## config.mk

```make
export PLATFORM = sky130hd
export DESIGN_NAME = id_exe_stage
export DESIGN_NICKNAME = d
export VERILOG_FILES = /design/src/rtl/mips_pkg.sv /design/src/rtl/id_exe_stage_fwd.sv /design/src/rtl/id_exe_stage.sv
export SDC_FILE = /design/constraint.sdc
export NUM_CORES = 1
export LEC_CHECK = 0
export ABC_AREA = 1
export CORE_AREA = 3 3 145 147
export CTS_CLUSTER_SIZE = 10
export DETAILED_ROUTE_END_ITERATION = 8
export DIE_AREA = 0 0 148 150
export MAX_ROUTING_LAYER = met4
export PLACE_DENSITY_LB_ADDON = 0.15
export SLEW_MARGIN = 20
export SYNTH_ARGS = -nofsm -noshare
export SYNTH_HDL_FRONTEND = slang
export SYNTH_SLANG_ARGS = --single-unit
```

## constraint.sdc

```tcl
create_clock -name clk -period 1.31 [get_ports clk]
set_input_delay 0.393 -clock clk [delete_from_list [all_inputs] [get_ports clk]]
set_output_delay 0.393 -clock clk [all_outputs]
set_load 0.05 [all_outputs]
```

## src/rtl/mips_pkg.sv

```systemverilog
// Shared MIPS pipeline definitions: ALU command codes, register-index width, forwarding selects.
// Latency: none (declarations only).
// Backpressure: none (declarations only).
package mips_pkg;

  localparam int REG_IDX_W = 5;

  typedef logic [REG_IDX_W-1:0] reg_idx_t;

  localparam logic [3:0] ALU_ADD = 4'b0000;
  localparam logic [3:0] ALU_SUB = 4'b0010;
  localparam logic [3:0] ALU_AND = 4'b0100;
  localparam logic [3:0] ALU_OR  = 4'b0101;
  localparam logic [3:0] ALU_NOR = 4'b0110;
  localparam logic [3:0] ALU_XOR = 4'b0111;
  localparam logic [3:0] ALU_SLL = 4'b1000;
  localparam logic [3:0] ALU_SRA = 4'b1001;
  localparam logic [3:0] ALU_SRL = 4'b1010;

  // Where an operand value is taken from.
  typedef enum logic [1:0] {
    FWD_REG = 2'd0,
    FWD_MEM = 2'd1,
    FWD_WB  = 2'd2
  } fwd_sel_t;

endpackage

```

## src/rtl/id_exe_stage_fwd.sv

```systemverilog
// Operand forwarding for one source index: MEM result beats WB value beats the registered value.
// Latency: purely combinational.
// Backpressure: none; stalls for load-use hazards are applied upstream through freeze.
module forwarding_unit
  import mips_pkg::*;
#(
  parameter int DW = 32
) (
  input  reg_idx_t        src,
  input  logic [DW-1:0]   reg_val,
  input  logic            mem_wb_en,
  input  reg_idx_t        mem_dest,
  input  logic [DW-1:0]   mem_result,
  input  logic            wb_wb_en,
  input  reg_idx_t        wb_dest,
  input  logic [DW-1:0]   wb_value,
  output logic [DW-1:0]   value
);

  fwd_sel_t sel;

  // Pick the youngest producer of src; r0 is hard-wired and never forwarded.
  always_comb begin
    sel = FWD_REG;
    if (src != '0) begin
      if (mem_wb_en && (mem_dest == src)) begin
        sel = FWD_MEM;
      end else if (wb_wb_en && (wb_dest == src)) begin
        sel = FWD_WB;
      end
    end
  end

  // Steer the selected source onto the operand.
  always_comb begin
    value = reg_val;
    case (sel)
      FWD_MEM: value = mem_result;
      FWD_WB:  value = wb_value;
      default: value = reg_val;
    endcase
  end

endmodule

```

## src/rtl/id_exe_stage.sv

```systemverilog
// ID/EX pipeline register feeding the ALU; MEM/WB operand forwarding compiled in with FORWARDING_EN.
// Latency: one cycle from id_* capture to outputs; forwarding muxes after the register add none.
// Backpressure: freeze holds the held instruction, flush loads a bubble and overrides freeze.
module id_exe_stage
  import mips_pkg::*;
#(
  parameter int DW = 32
) (
  input  logic            clk,
  input  logic            rst,
  input  logic            freeze,
  input  logic            flush,
  input  logic            id_valid,
  input  logic [DW-1:0]   id_pc,
  input  logic [DW-1:0]   id_reg1,
  input  logic [DW-1:0]   id_reg2,
  input  logic [DW-1:0]   id_imm,
  input  logic            id_use_imm,
  input  logic [3:0]      id_exe_cmd,
  input  reg_idx_t        id_src1,
  input  reg_idx_t        id_src2,
  input  reg_idx_t        id_dest,
  input  logic            id_wb_en,
  input  logic            id_mem_r_en,
  input  logic            id_mem_w_en,
  input  logic            mem_wb_en,
  input  reg_idx_t        mem_dest,
  input  logic [DW-1:0]   mem_result,
  input  logic            wb_wb_en,
  input  reg_idx_t        wb_dest,
  input  logic [DW-1:0]   wb_value,
  output logic [DW-1:0]   alu_in1,
  output logic [DW-1:0]   alu_in2,
  output logic [3:0]      alu_cmd,
  output logic            exe_valid,
  output logic [DW-1:0]   exe_pc,
  output reg_idx_t        exe_dest,
  output logic            exe_wb_en,
  output logic            exe_mem_r_en,
  output logic            exe_mem_w_en,
  output logic [DW-1:0]   exe_store_val
);

  // One held instruction; the all-zero pattern is the bubble.
  typedef struct packed {
    logic          valid;
    logic [DW-1:0] pc;
    logic [DW-1:0] reg1;
    logic [DW-1:0] reg2;
    logic [DW-1:0] imm;
    logic          use_imm;
    logic [3:0]    cmd;
    reg_idx_t      src1;
    reg_idx_t      src2;
    reg_idx_t      dest;
    logic          wb_en;
    logic          mem_r_en;
    logic          mem_w_en;
  } exe_reg_t;

  exe_reg_t      q;
  exe_reg_t      d_cap;
  logic [DW-1:0] op1;
  logic [DW-1:0] op2;

  // Build the capture image; an invalid decode slot turns into a bubble.
  always_comb begin
    d_cap = '0;
    if (id_valid) begin
      d_cap.valid    = 1'b1;
      d_cap.pc       = id_pc;
      d_cap.reg1     = id_reg1;
      d_cap.reg2     = id_reg2;
      d_cap.imm      = id_imm;
      d_cap.use_imm  = id_use_imm;
      d_cap.cmd      = id_exe_cmd;
      d_cap.src1     = id_src1;
      d_cap.src2     = id_src2;
      d_cap.dest     = id_dest;
      d_cap.wb_en    = id_wb_en;
      d_cap.mem_r_en = id_mem_r_en;
      d_cap.mem_w_en = id_mem_w_en;
    end
  end

  // Pipeline register: reset and flush give a bubble, freeze holds, otherwise capture.
  always_ff @(posedge clk or negedge rst) begin
    if (!rst) begin
      q <= '0;
    end else if (flush) begin
      q <= '0;
    end else if (!freeze) begin
      q <= d_cap;
    end
  end

`ifdef FORWARDING_EN
  forwarding_unit #(.DW(DW)) u_fwd_src1 (
    .src        (q.src1),
    .reg_val    (q.reg1),
    .mem_wb_en  (mem_wb_en),
    .mem_dest   (mem_dest),
    .mem_result (mem_result),
    .wb_wb_en   (wb_wb_en),
    .wb_dest    (wb_dest),
    .wb_value   (wb_value),
    .value      (op1)
  );

  forwarding_unit #(.DW(DW)) u_fwd_src2 (
    .src        (q.src2),
    .reg_val    (q.reg2),
    .mem_wb_en  (mem_wb_en),
    .mem_dest   (mem_dest),
    .mem_result (mem_result),
    .wb_wb_en   (wb_wb_en),
    .wb_dest    (wb_dest),
    .wb_value   (wb_value),
    .value      (op2)
  );
`else
  // Without forwarding the operands are exactly the values read in decode.
  assign op1 = q.reg1;
  assign op2 = q.reg2;

  logic unused_fwd_inputs;
  assign unused_fwd_inputs = ^{mem_wb_en, mem_dest, mem_result,
                               wb_wb_en, wb_dest, wb_value, q.src1, q.src2};
`endif

  // ALU operands and side-band; the command passes through untouched.
  always_comb begin
    alu_in1       = op1;
    alu_in2       = q.use_imm ? q.imm : op2;
    alu_cmd       = q.cmd;
    exe_store_val = op2;
    exe_valid     = q.valid;
    exe_pc        = q.pc;
    exe_dest      = q.dest;
    exe_wb_en     = q.wb_en;
    exe_mem_r_en  = q.mem_r_en;
    exe_mem_w_en  = q.mem_w_en;
  end

endmodule

```

Yosys cells after proc, flatten, opt, wreduce, memory -nomap -nowiden --
Cells that the tools add are included.
Storage, ports and cells: bits in read-only memories 0, memories kept 0, bits in writable memories 0, output and inout bits 141, latch bits 0, input bits 232, register bits 142
Cells by class: eq/ne operators 1, shift operators 0, bitwise operators 0, div/mod/pow operators 0, multipliers 0, magnitude comparators 0, reduce and logical (&&, ||, !) cells 0, mux-type cells 4, add/subtract/negate cells 0
Operator list (number):
- $mux 152 | 3
- $mux 32 | 1
- $ne 2x1->1 const B | 1

Longest topological paths before layout --
Gate-level depths: netlist of run 1.
word-level depth 3, gate-level depth with buffers 8, depth with buffers taken out 5

Worst setup path before layout of run 1 --
No wires, ideal clock.
kind flip-flop to output port, start register q[22] in the netlist's numbering, end output port alu_in2[0], arrival time 1807 ps, required time 917 ps, cell stages (with the launch flop) 4, slack -890 ps, cells stage by stage dfrtp_1 -> clkbuf_1 -> clkbuf_1 -> o21ai_0
On the way: longest elaborated chain between the ends 1
RTL lines:
- start, declared | line id_exe_stage.sv:61 | exe_reg_t q;
- start signal, assigned | line id_exe_stage.sv:93 | q <= d_cap;
- $mux 32 | line id_exe_stage.sv:134 | alu_in2 = q.use_imm ? q.imm : op2;
- end, declared | line id_exe_stage.sv:33 | output logic [DW-1:0] alu_in2,
Every way passes these cells.

Worst setup path in the final report of run 1 --
start register q[22] in the netlist's numbering, end output port alu_in2[14]
The elaborated chain is that of the path after synthesis.

==> impl_metrics.env, run 1 <==
export IMPL_wirelength_mm=23.4
export IMPL_min_period_over_period=1.44
export IMPL_synth_cell_types=13
export IMPL_initial_utilization=0.390
export IMPL_cts_num_sinks=142
export IMPL_hold_violations=0
export IMPL_area_growth_syn_to_layout_pct=68.9
export IMPL_status="finished with violations"
export IMPL_slowest_delay_ns=0.47
export IMPL_r2r_setup_slack_ns=0.35
export IMPL_synth_top_family_by_area="simple AND/OR/NAND/NOR gates"
export IMPL_synth_simple_area_share=0.358
export IMPL_period_minus_slack_ns=1.89
export IMPL_grt_max_degree=81
export IMPL_crit_top_cell="buf_12"
export IMPL_p_comb_frac=0.265
export IMPL_mostFrequentLayoutCell="nand2_1"
export IMPL_rows=52
export IMPL_gp_congestion=0.787
export IMPL_die_y_um=150
export IMPL_dr_pass1_iters=4
export IMPL_worst_clock_skew_ns=0
export IMPL_power_switching_mw=4.05
export IMPL_syn_area_per_cell_um2=6.95
export IMPL_synth_mux_area_frac=0
export IMPL_layout_common_cells="580 x nand2_1, 162 x buf_12, 142 x clkdlybuf4s50_1, 141 x nor2_1, 141 x dfrtp_1"
export IMPL_crit_arrival_ns=1.50
export IMPL_critPathCaptureType="primary output"
export IMPL_pwr_share_clk=0.382
export IMPL_synthAdderAreaFrac=0
export IMPL_dp_cells=1563
export IMPL_switching_share=0.296
export IMPL_p_seq_frac=0.353
export IMPL_timing_slew_headroom=0.713
export IMPL_worstPathCellList="buf_12, nand2_1, o21ai_4, buf_12"
export IMPL_internal_power_mw=9.60
export IMPL_synth_compound_area_share=0.0205
export IMPL_first_iter_violations=278
export IMPL_start_kind="flip-flop"
export IMPL_antenna_found_initial=0
export IMPL_clk_path_buf_depth=2
export IMPL_finalNetCount=1559
export IMPL_worst_slew_pin_slew_ns=0.430
export IMPL_dpl_hpwl_mm=16.4
export IMPL_ios=373
export IMPL_finalSetupViolations=141
export IMPL_die_w_um=148
export IMPL_core_um2=20000
export IMPL_fmax_ghz=0.529
export IMPL_ys_ff_latch=142
export IMPL_antenna_cells=0
export IMPL_slowest_stage="dfrtp_4"
export IMPL_portBuffers=286
export IMPL_clock_latency_ns=0.41
export IMPL_required_ns=0.92
export IMPL_htree_levels=4
export IMPL_violations="setup timing"
export IMPL_synth_xor_area_share=0
export IMPL_die_area_um2=22200
export IMPL_cts_tree="yes"
export IMPL_maxCapViolCount=0
export IMPL_cts_root_buffer="clkbuf_16"
export IMPL_vias_per_cell=4.52
export IMPL_track_usage=0.217
export IMPL_grt_pass1_wl_mm=37.3
export IMPL_grt_pass1_vias=7064
export IMPL_p_leak_nw=6.49
export IMPL_worst_path_buf_inv=2
export IMPL_cts_buffers_inserted=17
export IMPL_cp_top_family="flip-flops"
export IMPL_yosysSeqAreaShare=0.455
export IMPL_avgRoutedWirePerCell_um=14.6
export IMPL_dpl_cell_area_um2=12300
export IMPL_drive_gt1_frac=0.225
export IMPL_finalNonFillerCells=1609
export IMPL_ys_warn_count=0
export IMPL_vdd_drop_max_v=0.000861
export IMPL_final_area_um2=13200
export IMPL_clk_pin_slew_ns=0.06
export IMPL_detail_route_antenna_nets=0
export IMPL_syn_nets=1355
export IMPL_netlist_instances=1123
export IMPL_setup_slack_ns=-0.579
export IMPL_rsz0062_at_grt="true"
export IMPL_slew_viol_final=0
export IMPL_vias=7272
export IMPL_crit_fanout=26
export IMPL_drc=0
export IMPL_cellPowerDensity_nw_per_um2=1040
export IMPL_grt_overflow_total=0
export IMPL_path_class="reg2out"
export IMPL_syn_area_um2=7810
export IMPL_hold_path_class="in2reg"
## sequential cells by signal, summed over array words and instances (netlist names)
register and count:
alu_cmd 4, exe_wb_en 1, exe_valid 1, alu_in1 32
exe_pc 32, q 33, exe_mem_w_en 1, exe_store_val 32
exe_dest 5, exe_mem_r_en 1
## layout make-up
type / count / area (um^2)
clock buffers: 18 / 439
clock inverters: 13 / 188
fillers: 1672 / 6860
inverters: 34 / 130
multi-input cells: 773 / 3340
flip-flops and latches: 142 / 3560
well taps: 270 / 338
repair buffers: 359 / 5190
## per-layer routing
metal,global-route usage,part of all wire
met5,-,0
met4,0.0633,0.017
met3,0.0778,0.088
met2,0.350,0.48
met1,0.258,0.41
## cells in the mapped netlist
| master | number | area share |
|---|---|---|
| buf_2 | 36 | 0.023 |
| buf_4 | 124 | 0.12 |
| buf_6 | 1 | 0.0014 |
| clkbuf_1 | 13 | 0.0063 |
| dfrtp_1 | 142 | 0.46 |
| inv_1 | 32 | 0.015 |
| inv_2 | 1 | 0.00048 |
| inv_4 | 1 | 0.00080 |
| nand2_1 | 598 | 0.29 |
| nand2_4 | 1 | 0.0014 |
| nand3b_1 | 1 | 0.00096 |
| nor2_1 | 141 | 0.068 |
| o21ai_0 | 32 | 0.021 |
## worst reg2reg max path, stage by stage, from the launching register on
cell and delay (ns):
dfrtp_4 0.52, buf_12 0.20, nand2_1 0.09, nand2_1 0.05
## kinds of logic (layout without fill, tap and decap cells)
family / Yosys count / after routing
simple gates: 741 / 741
buf+inv: 208 / 424
flops: 142 / 142
compound gates: 32 / 32
## path summary, 6_finish.rpt
kind | start | endpoint | depth (start not counted)
worst max-delay path | q[22] | alu_in2[14] | 4
worst min-delay path | flush | exe_valid | 4
worst max register to register | q[22] | q[22] | 3
worst min register to register | q[52] | q[52] | 2
max in group asynchronous | rst | exe_store_val[30] | 3
min in group asynchronous | rst | exe_dest[0] | 2
## timing repair
action,in CTS,in global routing
setup buffers,4,10
endpoints found under the setup margin,141,141
resized for setup,46,3
hold buffers,1,0
hold endpoints to repair,19,0
gates cloned,0,0
## per-stage QoR
step                      hold slack (ns)  power (mW)  setup WS, ns  setup TNS (ns)   util
after floorplan                    0.0974        6.68        -0.120           -2.79      -
after global placement              0.281        8.43        -0.302          -41.17  0.612
after detailed placement            0.282        8.46        -0.303          -42.06  0.612
after CTS                           0.339        13.8        -0.609          -30.94  0.654
after global routing                0.373        14.2        -0.644          -33.46  0.658
final                               0.359        13.7        -0.579          -27.39  0.658
## power by group through the flow
stage | logic (mW) | registers (mW) | clock network [mW]
6_report | 3.61 | 4.82 | 5.22
5_1_grt | 3.83 | 4.85 | 5.52
4_1_cts | 3.63 | 4.82 | 5.32
3_5_place_dp | 3.57 | 4.88 | 0
3_3_place_gp | 3.55 | 4.88 | 0
2_1_floorplan | 1.87 | 4.81 | 0
Power figures use the tool's default switching activity.
==> inputs of run 2 (changes only) <==
Settings changed: PLACE_DENSITY set to 0.77, PLACE_DENSITY_LB_ADDON 0.15 to not set.
==> run 2 against run 1 <==
The flow still finishes with violations (setup timing); sequential power about the same; register-to-register slack worse by 0.02 ns; sequential share of layout area about the same; critical path depth down 1; largest cell class unchanged; first-iteration DRC count up 34%; die area unchanged; core utilization up 0.075 points; cell count up 1.2%; count of clock-buffer cells in the layout up 1; clock skew unchanged; design area up 0.11%; critical endpoint is now alu_in2[9]; highest routed layer unchanged; combinational power about the same.
==> impl_metrics.env, run 2 (synthesized netlist as in run 1, its figures left out) <==
export IMPL_finalNetCount=1576
export IMPL_regMostFlops="q"
export IMPL_crit_top_cell="buf_12"
export IMPL_internal_power_mw=9.19
export IMPL_violations="setup timing"
export IMPL_worstPathCellList="buf_12, o21ai_2, buf_12"
export IMPL_first_iter_violations=372
export IMPL_fmax_ghz=0.523
export IMPL_area_growth_syn_to_layout_pct=69.1
export IMPL_grt_max_degree=62
export IMPL_slew_viol_final=0
export IMPL_cts_num_sinks=142
export IMPL_crit_fanout=14
export IMPL_clk_path_buf_depth=2
export IMPL_maxCapViolCount=0
export IMPL_p_comb_frac=0.275
export IMPL_slowest_delay_ns=0.57
export IMPL_htree_levels=4
export IMPL_r2r_setup_slack_ns=0.33
export IMPL_vias=7540
export IMPL_cellPowerDensity_nw_per_um2=1000
export IMPL_vias_per_cell=4.63
export IMPL_rows=52
export IMPL_die_y_um=150
export IMPL_initial_utilization=0.390
export IMPL_clk_pin_slew_ns=0.06
export IMPL_setup_slack_ns=-0.601
export IMPL_portBuffers=286
export IMPL_status="finished with violations"
export IMPL_grt_pass1_wl_mm=38.5
export IMPL_cts_buffers_inserted=17
export IMPL_p_seq_frac=0.364
export IMPL_min_period_over_period=1.46
export IMPL_nFillCells=1567
export IMPL_p_total_mw=13.2
export IMPL_clock_latency_ns=0.41
export IMPL_power_switching_mw=4.06
export IMPL_ios=373
export IMPL_worst_path_buf_inv=2
export IMPL_largest_reg_flops=33
export IMPL_final_area_um2=13200
export IMPL_crit_arrival_ns=1.52
export IMPL_grt_pass1_vias=7459
export IMPL_worst_slew_pin_slew_ns=0.422
export IMPL_pwr_share_clk=0.361
export IMPL_antenna_found_initial=2
export IMPL_required_ns=0.92
export IMPL_slowest_stage="dfrtp_4"
export IMPL_die_area_um2=22200
export IMPL_core_um2=20000
export IMPL_rsz0062_at_grt="true"
export IMPL_detail_route_antenna_nets=0
export IMPL_path_class="reg2out"
export IMPL_dpl_hpwl_mm=16.8
export IMPL_worst_clock_skew_ns=0
export IMPL_wirelength_mm=24.4
export IMPL_start_kind="flip-flop"
export IMPL_critPathCaptureType="primary output"
export IMPL_drc=0
export IMPL_hp_start="flush"
export IMPL_cts_tree="yes"
export IMPL_p_leak_nw=6.54
export IMPL_mostFrequentLayoutCell="nand2_1"
export IMPL_vdd_drop_max_v=0.000799
export IMPL_switching_share=0.306
export IMPL_grt_overflow_total=0
export IMPL_avgRoutedWirePerCell_um=15.0
export IMPL_dpl_cell_area_um2=12200
export IMPL_cts_root_buffer="clkbuf_16"
export IMPL_cp_top_family="flip-flops"
export IMPL_drive_gt1_frac=0.230
export IMPL_timing_slew_headroom=0.718
export IMPL_die_w_um=148
export IMPL_reg2reg_from="q[22]"
export IMPL_finalSetupViolations=141
export IMPL_hold_path_class="in2reg"
export IMPL_startpoint="q[22]"
export IMPL_layout_common_cells="585 x nand2_1, 157 x buf_12, 142 x clkdlybuf4s50_1, 141 x nor2_1, 141 x dfrtp_1"
export IMPL_fin_setup_tns_ns=-28.52
export IMPL_dr_pass1_iters=5
export IMPL_period_minus_slack_ns=1.91
export IMPL_gp_congestion=0.802
export IMPL_track_usage=0.224
export IMPL_hold_violations=0
-- run 2: changes by cell type in the layout (fill, tap and decap cells not counted), sizes merged --
cell,change
clkinvlp,-1
clkinv,+3
clkbuf,+1
buf,+17
diode,+2
bufinv,-2
-- run 2: power groups by stage --
stage          combinational (mW)  clock (mW)  sequential (mW)
6_report                     3.64        4.78             4.83
3_5_place_dp                 3.53           0             4.89
4_1_cts                      3.62        4.89             4.82
2_1_floorplan                1.87           0             4.81
3_3_place_gp                 3.49           0             4.88
5_1_grt                      3.86        5.08             4.85
-- run 2: cell type report --
cell class / count / area [um^2] / share of cell area
Timing Repair Buffer: 376 / 5290 / 0.401
Sequential cell: 142 / 3560 / 0.270
Multi-Input combinational cell: 773 / 3310 / 0.251
Clock buffer: 19 / 433 / 0.0328
Tap cell: 270 / 338 / 0.0256
Clock inverter: 13 / 139 / 0.0105
Inverter: 34 / 130 / 0.00986
Antenna cell: 2 / 5.00 / 0.000379
-- run 2: worst reg2reg max path: cells and delay by family (launching register included) --
family | cells | cell delay [ns]
flops | 1 | 0.57
simple gates | 2 | 0.11
buf+inv | 1 | 0.19
-- run 2: worst paths after layout --
path                                endpoint  cells after the start
setup / recovery                  alu_in2[9]                      3
hold / removal                     exe_valid                      4
setup reg to reg                       q[22]                      3
hold reg to reg                        q[39]                      2
max in group asynchronous  exe_store_val[16]                      3
min in group asynchronous              q[40]                      2
-- run 2: per-layer routing --
| layer | routed length (um) | up-vias | GRT usage |
|---|---|---|---|
| met1 | 10000 | 3559 | 0.270 |
| met2 | 12000 | 263 | 0.362 |
| met3 | 1910 | 40 | 0.0645 |
| li1 | - | 3678 | - |
| met5 | 0 | - | - |
| met4 | 532 | 0 | 0.0762 |
-- run 2: what timing repair did --
action | 4_1_cts | 5_1_grt
gates cloned | 1 | 0
gates resized for setup | 37 | 18
hold endpoints to repair | 23 | 0
buffers inserted | 17 | 20
hold buffers | 1 | 0
endpoints found under the setup margin | 141 | 159
-- run 2: through the flow --
stage                     hold slack [ns]  utilization  setup WS, ns  instances
after floorplan                    0.0974            -        -0.120       1123
after global placement              0.306        0.606        -0.345       1559
after CTS                           0.314        0.650        -0.654       1610
after detailed placement            0.306        0.606        -0.382       1559
after global routing                0.337        0.659        -0.658       1629
final                               0.334        0.659        -0.601       1629
